===== src/rtl/iob_ram_sp_rd_stream.sv =====
// iob_ram_sp_rd_stream
//   Read-side initiator for a single-port synchronous RAM. A start command
//   reads len consecutive words from base_addr, with the address wrapping
//   modulo 2**ADDR_W. The words are presented on a valid/ready stream.
//
//   Ports
//     clk, rst_n          clock, asynchronous active-low reset
//     start, base_addr,   command strobe and its arguments; the command is
//     len                 taken only while idle
//     busy, done          command in progress / 1-cycle completion pulse
//     ram_en, ram_we,     RAM request side: registered enable and address;
//     ram_addr, ram_din   the write controls are tied off
//     ram_dout            RAM read data, one cycle after ram_en is sampled
//     m_valid, m_ready,   output stream; m_data is the head of the buffer
//     m_data
//
//   state | meaning
//   IDLE  | no command; a start with len=0 only pulses done
//   READ  | issuing reads, throttled by the occupancy count
//   DRAIN | all reads issued, waiting for the final handshake
module iob_ram_sp_rd_stream #(
  parameter int DATA_W = 8,
  parameter int ADDR_W = 14
) (
  input  logic              clk,
  input  logic              rst_n,
  input  logic              start,
  input  logic [ADDR_W-1:0] base_addr,
  input  logic [ADDR_W:0]   len,
  output logic              busy,
  output logic              done,
  output logic              ram_en,
  output logic              ram_we,
  output logic [ADDR_W-1:0] ram_addr,
  output logic [DATA_W-1:0] ram_din,
  input  logic [DATA_W-1:0] ram_dout,
  output logic              m_valid,
  input  logic              m_ready,
  output logic [DATA_W-1:0] m_data
);

  typedef enum logic [1:0] {IDLE, READ, DRAIN} state_t;

  state_t            state_q, state_d;
  logic [ADDR_W:0]   rd_left_q, rd_left_d;
  logic [ADDR_W:0]   pop_left_q, pop_left_d;
  logic [1:0]        occ_q, occ_d;
  logic              pend_q, pend_d;
  logic              ram_en_q, ram_en_d;
  logic [ADDR_W-1:0] ram_addr_q, ram_addr_d;
  logic              busy_q, busy_d;
  logic              done_q, done_d;
  logic              m_valid_q, m_valid_d;
  logic [DATA_W-1:0] m_data_q, m_data_d;
  logic [DATA_W-1:0] skid0_q, skid0_d;
  logic [DATA_W-1:0] skid1_q, skid1_d;
  logic [1:0]        skid_cnt_q, skid_cnt_d;

  logic              pop;
  logic              head_free;
  logic              took_dout;
  logic [1:0]        cnt_after;
  logic [1:0]        occ_nxt;

  always_comb begin
    state_d    = state_q;
    rd_left_d  = rd_left_q;
    pop_left_d = pop_left_q;
    ram_addr_d = ram_addr_q;
    busy_d     = busy_q;
    done_d     = 1'b0;
    ram_en_d   = 1'b0;
    pend_d     = ram_en_q;
    m_valid_d  = m_valid_q;
    m_data_d   = m_data_q;
    skid0_d    = skid0_q;
    skid1_d    = skid1_q;
    skid_cnt_d = skid_cnt_q;
    took_dout  = 1'b0;
    cnt_after  = skid_cnt_q;

    pop       = m_valid_q & m_ready;
    head_free = ~m_valid_q | pop;

    // occ counts issued reads whose word has not yet been consumed, not
    // including a read being issued this cycle. Capping it at 3 means at
    // most two words ever sit between the RAM and the output register,
    // yet a new read can still go out every cycle while words are drained.
    occ_nxt = occ_q + 2'(ram_en_q) - 2'(pop);
    occ_d   = occ_nxt;

    // The head register refills from the skid entries first, then directly
    // from the RAM. Any RAM word it does not take is appended to the skid.
    if (head_free) begin
      if (skid_cnt_q != 2'd0) begin
        m_valid_d = 1'b1;
        m_data_d  = skid0_q;
        skid0_d   = skid1_q;
        cnt_after = skid_cnt_q - 2'd1;
      end else if (pend_q) begin
        m_valid_d = 1'b1;
        m_data_d  = ram_dout;
        took_dout = 1'b1;
        cnt_after = 2'd0;
      end else begin
        m_valid_d = 1'b0;
        cnt_after = 2'd0;
      end
    end
    if (pend_q && !took_dout) begin
      if (cnt_after == 2'd0) skid0_d = ram_dout;
      else                   skid1_d = ram_dout;
      skid_cnt_d = cnt_after + 2'd1;
    end else begin
      skid_cnt_d = cnt_after;
    end

    if (pop) pop_left_d = pop_left_q - (ADDR_W+1)'(1);

    case (state_q)
      IDLE: begin
        if (start) begin
          if (len == '0) begin
            done_d = 1'b1;
          end else begin
            busy_d     = 1'b1;
            ram_en_d   = 1'b1;
            ram_addr_d = base_addr;
            rd_left_d  = len - (ADDR_W+1)'(1);
            pop_left_d = len;
            state_d    = (len == (ADDR_W+1)'(1)) ? DRAIN : READ;
          end
        end
      end
      READ: begin
        if (occ_nxt < 2'd3) begin
          ram_en_d   = 1'b1;
          ram_addr_d = ram_addr_q + ADDR_W'(1);
          rd_left_d  = rd_left_q - (ADDR_W+1)'(1);
          if (rd_left_q == (ADDR_W+1)'(1)) state_d = DRAIN;
        end
      end
      DRAIN: begin
        if (pop && pop_left_q == (ADDR_W+1)'(1)) begin
          state_d = IDLE;
          busy_d  = 1'b0;
          done_d  = 1'b1;
        end
      end
      default: state_d = IDLE;
    endcase
  end

  always_ff @(posedge clk or negedge rst_n) begin
    if (!rst_n) begin
      state_q    <= IDLE;
      rd_left_q  <= '0;
      pop_left_q <= '0;
      occ_q      <= '0;
      pend_q     <= 1'b0;
      ram_en_q   <= 1'b0;
      ram_addr_q <= '0;
      busy_q     <= 1'b0;
      done_q     <= 1'b0;
      m_valid_q  <= 1'b0;
      m_data_q   <= '0;
      skid0_q    <= '0;
      skid1_q    <= '0;
      skid_cnt_q <= '0;
    end else begin
      state_q    <= state_d;
      rd_left_q  <= rd_left_d;
      pop_left_q <= pop_left_d;
      occ_q      <= occ_d;
      pend_q     <= pend_d;
      ram_en_q   <= ram_en_d;
      ram_addr_q <= ram_addr_d;
      busy_q     <= busy_d;
      done_q     <= done_d;
      m_valid_q  <= m_valid_d;
      m_data_q   <= m_data_d;
      skid0_q    <= skid0_d;
      skid1_q    <= skid1_d;
      skid_cnt_q <= skid_cnt_d;
    end
  end

  assign busy     = busy_q;
  assign done     = done_q;
  assign ram_en   = ram_en_q;
  assign ram_we   = 1'b0;
  assign ram_addr = ram_addr_q;
  assign ram_din  = '0;
  assign m_valid  = m_valid_q;
  assign m_data   = m_data_q;

endmodule


===== config.mk =====
export PLATFORM = sky130hd
export DESIGN_NAME = iob_ram_sp_rd_stream
export DESIGN_NICKNAME = d
export VERILOG_FILES = /design/src/rtl/iob_ram_sp_rd_stream.sv
export SDC_FILE = /design/constraint.sdc
export NUM_CORES = 1
export LEC_CHECK = 0
export CORE_MARGIN = 2
export CORE_UTILIZATION = 54
export DETAILED_ROUTE_END_ITERATION = 7
export GPL_ROUTABILITY_DRIVEN = 0
export PLACE_DENSITY = 0.8
export SLEW_MARGIN = 20
export SYNTH_ARGS = -nofsm -noshare
export SYNTH_HDL_FRONTEND = slang
export SYNTH_SLANG_ARGS = --single-unit

===== constraint.sdc =====
create_clock -name clk -period 2.5 [get_ports clk]
set_input_delay 0.625 -clock clk [delete_from_list [all_inputs] [get_ports clk]]
set_output_delay 0.625 -clock clk [all_outputs]
set_load 0.02 [all_outputs]

==> impl_metrics.csv <==
group,metric,value,unit
routing,dr_total_vias,4131,
grt,grt_pass1_wl,18.44,mm
timing,finClkSkew,7.779,ps
logic_synthesis,synth_edf_count,0,
layout,drive_gt1_share,18.23,%
timing,relSlewSlack,57.83,%
layout,fin_nets,666,
cts,cts_tree,"done",
logic_synthesis,ys_ff_latch,79,
timing,timing.fmax,0.4016,GHz
cts,path_clk_slew,80,ps
critical_path,critical_path_required,2730,ps
power_and_ir_drop,leakage,2.560,nW
cts,clk_latency,350,ps
critical_path,endpoint_kind,"register",
logic_synthesis,netlist_instances,490,
logic_synthesis,avgSynthCellArea,9.154,µm²
logic_synthesis,yosys_warnings,0,
power_and_ir_drop,clkPwrFrac,13.8,%
die,die_x,95.14,µm
placement,dp_hpwl,7.940,mm
grt,antenna_found_initial,0,
die,start_util,55.15,%
timing,min_period,2490,ps
run_status,status,"finished clean",
timing,hold_viol_final,0,
power_and_ir_drop,p_sw_share,40.88,%
timing,slew_viol_final,0,
routing,route.detailed.drc,0,
cts,cts_hold_buf,0,
power_and_ir_drop,p_per_area,1151,mW/mm²
timing,fin_crit_sh,99.61,%
placement,portBuffers,66,
logic_synthesis,netlist_area,0.004486,mm²
grt,grt_pass1_vias,3992,
layout,utilization,73.00,%
cts,numCtsBuffers,9,
grt,grt_max_degree,56,
layout,fin_area,0.005938,mm²
critical_path,start_kind,"register",
cts,cts_buffer_depth,2,
die,rows,33,
die,coreArea,0.008134,mm²
layout,fillers,597,
power_and_ir_drop,share_comb_of_total_power,52.5,%
die,die_h,95.14,µm
power_and_ir_drop,netSwitchingPower,2.793,mW
cts,htreeDepth,3,
critical_path,arrival,2720,ps
routing,drt_pre_antenna_iters,7,
routing,vias_per_cell,5.698,
logic_synthesis,async_flop_share,100.0,%
grt,grtUsageTotal,26.25,%
die,dieArea,0.009052,mm²
cts,ctsRootBufferMaster,"clkbuf_8",
routing,drt-initial-drc-count,205,
placement,dpl_cell_area,0.005553,mm²
die,ios,76,
routing,route.detailed.wl_per_inst,16.11,µm
logic_synthesis,synth_cell_type_count,57,
timing,worstMarginPinSlew,626.7,ps
flow_run,drv_cap,0,
timing,finalSetupViolCount,0,
critical_path,path_class,"reg -> reg",
power_and_ir_drop,power.share.sequential,33.7,%
layout,syn_to_final_growth,32.39,%
logic_synthesis,ys_seq_area_share,44.07,%
cts,cts.sinks,79,
power_and_ir_drop,vdd_drop_max,0.5600,mV
routing,drtAntennaViolNets,0,
layout,num_antenna_cells,0,
min_path,min_path_type,"in -> async",
logic_synthesis,synth_ff_type,"dfrtp_1",
routing,wl,11.68,mm
power_and_ir_drop,p_int,4.040,mW
grt,gr-total-overflow,0,
critical_path,crit_fanout,5,
synth_stat cells, drive strengths merged, types with 3 or more instances:
master | number | area share (%)
and3 | 8 | 1.1
mux2i | 17 | 3.8
nand2 | 58 | 4.9
a22oi | 3 | 0.50
or4 | 3 | 0.59
ha | 10 | 2.8
nand3 | 21 | 2.3
or3 | 3 | 0.42
mux2 | 8 | 2.0
clkbuf | 13 | 1.1
a22o | 5 | 0.98
dfrtp | 79 | 44
o31ai | 3 | 0.50
o21ai | 57 | 6.4
inv | 11 | 0.92
nand3b | 3 | 0.50
nor4 | 9 | 1.6
nor3 | 9 | 1.1
and4 | 3 | 0.59
xnor2 | 17 | 3.3
xor2 | 10 | 2.0
nand2b | 7 | 0.98
a21oi | 40 | 4.5
nor2 | 43 | 3.8
buf | 15 | 2.8
o22ai | 6 | 0.84
worst paths after layout:
path	start	end	slack [ps]	depth (start not counted)
setup / recovery	m_valid	pop_left_q[3]	10	15
hold / removal	rst_n	m_data[2]	170	1
setup reg to reg	m_valid	pop_left_q[3]	10	15
hold reg to reg	ram_en	pend_q	420	0
max in group asynchronous	rst_n	m_data[5]	1740	2
min in group clk	ram_en	pend_q	420	0
stage by stage:
stage	setup TNS, ps	power (mW)	worst slack, ps	hold WS (ps)	std cells
2_1_floorplan	0	4.277	67.05	329.4	498
3_3_place_gp	-12120	5.213	-458.0	417.7	693
3_5_place_dp	-14480	5.400	-516.8	405.0	693
4_1_cts	0	6.668	6.992	171.4	725
5_1_grt	-451.0	7.267	-44.86	181.6	725
6_report	0	6.833	9.823	166.3	725
area by class of cell:
| class | count | area (µm²) | share of cell area [%] |
|---|---|---|---|
| timing repair inverter | 1 | 7.507 | 0.1264 |
| sequential | 79 | 1977 | 33.29 |
| multi-input combinational | 380 | 2374 | 39.97 |
| clock buffer | 11 | 131.4 | 2.212 |
| clock inverter | 5 | 58.81 | 0.9903 |
| timing repair buffer | 133 | 1210 | 20.38 |
| tap | 105 | 131.4 | 2.212 |
| inverter | 11 | 48.80 | 0.8217 |
cells in the final DEF (no fill, tap or decap), types with 3 or more instances in the layout:
cell / Yosys / routed
a21oi_1: 39 / 36
a21oi_2: 1 / 4
a22o_1: 5 / 5
a22oi_1: 3 / 3
and3_1: 8 / 8
and4_1: 3 / 3
buf_4: 10 / 61
buf_6: 4 / 5
clkbuf_8: 0 / 9
clkdlybuf4s50_1: 0 / 60
clkinvlp_4: 0 / 3
conb_1: 1 / 9
dfrtp_1: 79 / 79
dlymetal6s2s_1: 0 / 4
ha_1: 10 / 8
inv_1: 10 / 9
mux2_2: 8 / 8
mux2i_1: 17 / 17
nand2_1: 58 / 57
nand2b_1: 7 / 7
nand3_1: 21 / 21
nand3b_1: 3 / 3
nor2_1: 41 / 40
nor3_1: 8 / 8
nor4_1: 8 / 8
o21ai_0: 56 / 54
o22ai_1: 6 / 6
o31ai_1: 3 / 3
or3_1: 3 / 3
xnor2_1: 17 / 17
xor2_1: 10 / 10
worst max-delay path, stage by stage, from the launching register on:
cell and delay (ps):
dfrtp_1 450, nand2_2 100, buf_4 140, buf_4 130, buf_4 130, buf_4 130
buf_4 130, buf_4 120, buf_4 120, buf_4 120, buf_4 120, buf_4 120
buf_4 120, buf_4 140, o41ai_2 190, a31oi_1 130
layer usage:
layer / global-route usage (%) / up-vias / wire length, µm
met1: 32.68 / 1993 / 4844
met2: 45.72 / 131 / 6028
li1: - / 1976 / -
met5: 0 / - / 0
met4: 10.63 / 0 / 329
met3: 3.874 / 31 / 476
flip-flops by register name (all words and copies together) (netlist names):
signal / cells
state_q: 2
done: 1
skid1_q: 8
skid_cnt_q: 2
busy: 1
m_data: 8
pop_left_q: 15
ram_en: 1
m_valid: 1
skid0_q: 8
occ_q: 2
ram_addr: 14
rd_left_q: 15
pend_q: 1
cell families after synthesis:
kind of cell | count (synthesis) | synth area share [%]
and+or+nand+nor | 179 | 20.00
AOI/OAI and AO/OA | 129 | 16.68
DFF | 79 | 44.07
buffers and inverters | 39 | 4.770
xor gates and xnor gates | 28 | 5.802
muxes | 25 | 5.802
adders and majority gates | 10 | 2.789
other | 1 | 0.08360
power by group through the flow:
stage	Sequential [mW]	Clock (mW)	Combinational, mW
after global routing	2.36	1.01	3.89
after global placement	2.26	0	2.96
after CTS	2.27	0.953	3.44
after floorplan	2.36	0	1.92
final	2.30	0.945	3.59
after detailed placement	2.29	0	3.11
what timing repair did:
action / in CTS / in global routing
endpoints found under the setup margin: 25 / 28
pin swaps: 1 / 11
gates resized for setup: 7 / 21
cloned: 1 / 0
setup buffers: 15 / 2
No activity file was read; power rests on OpenSTA's default activity.
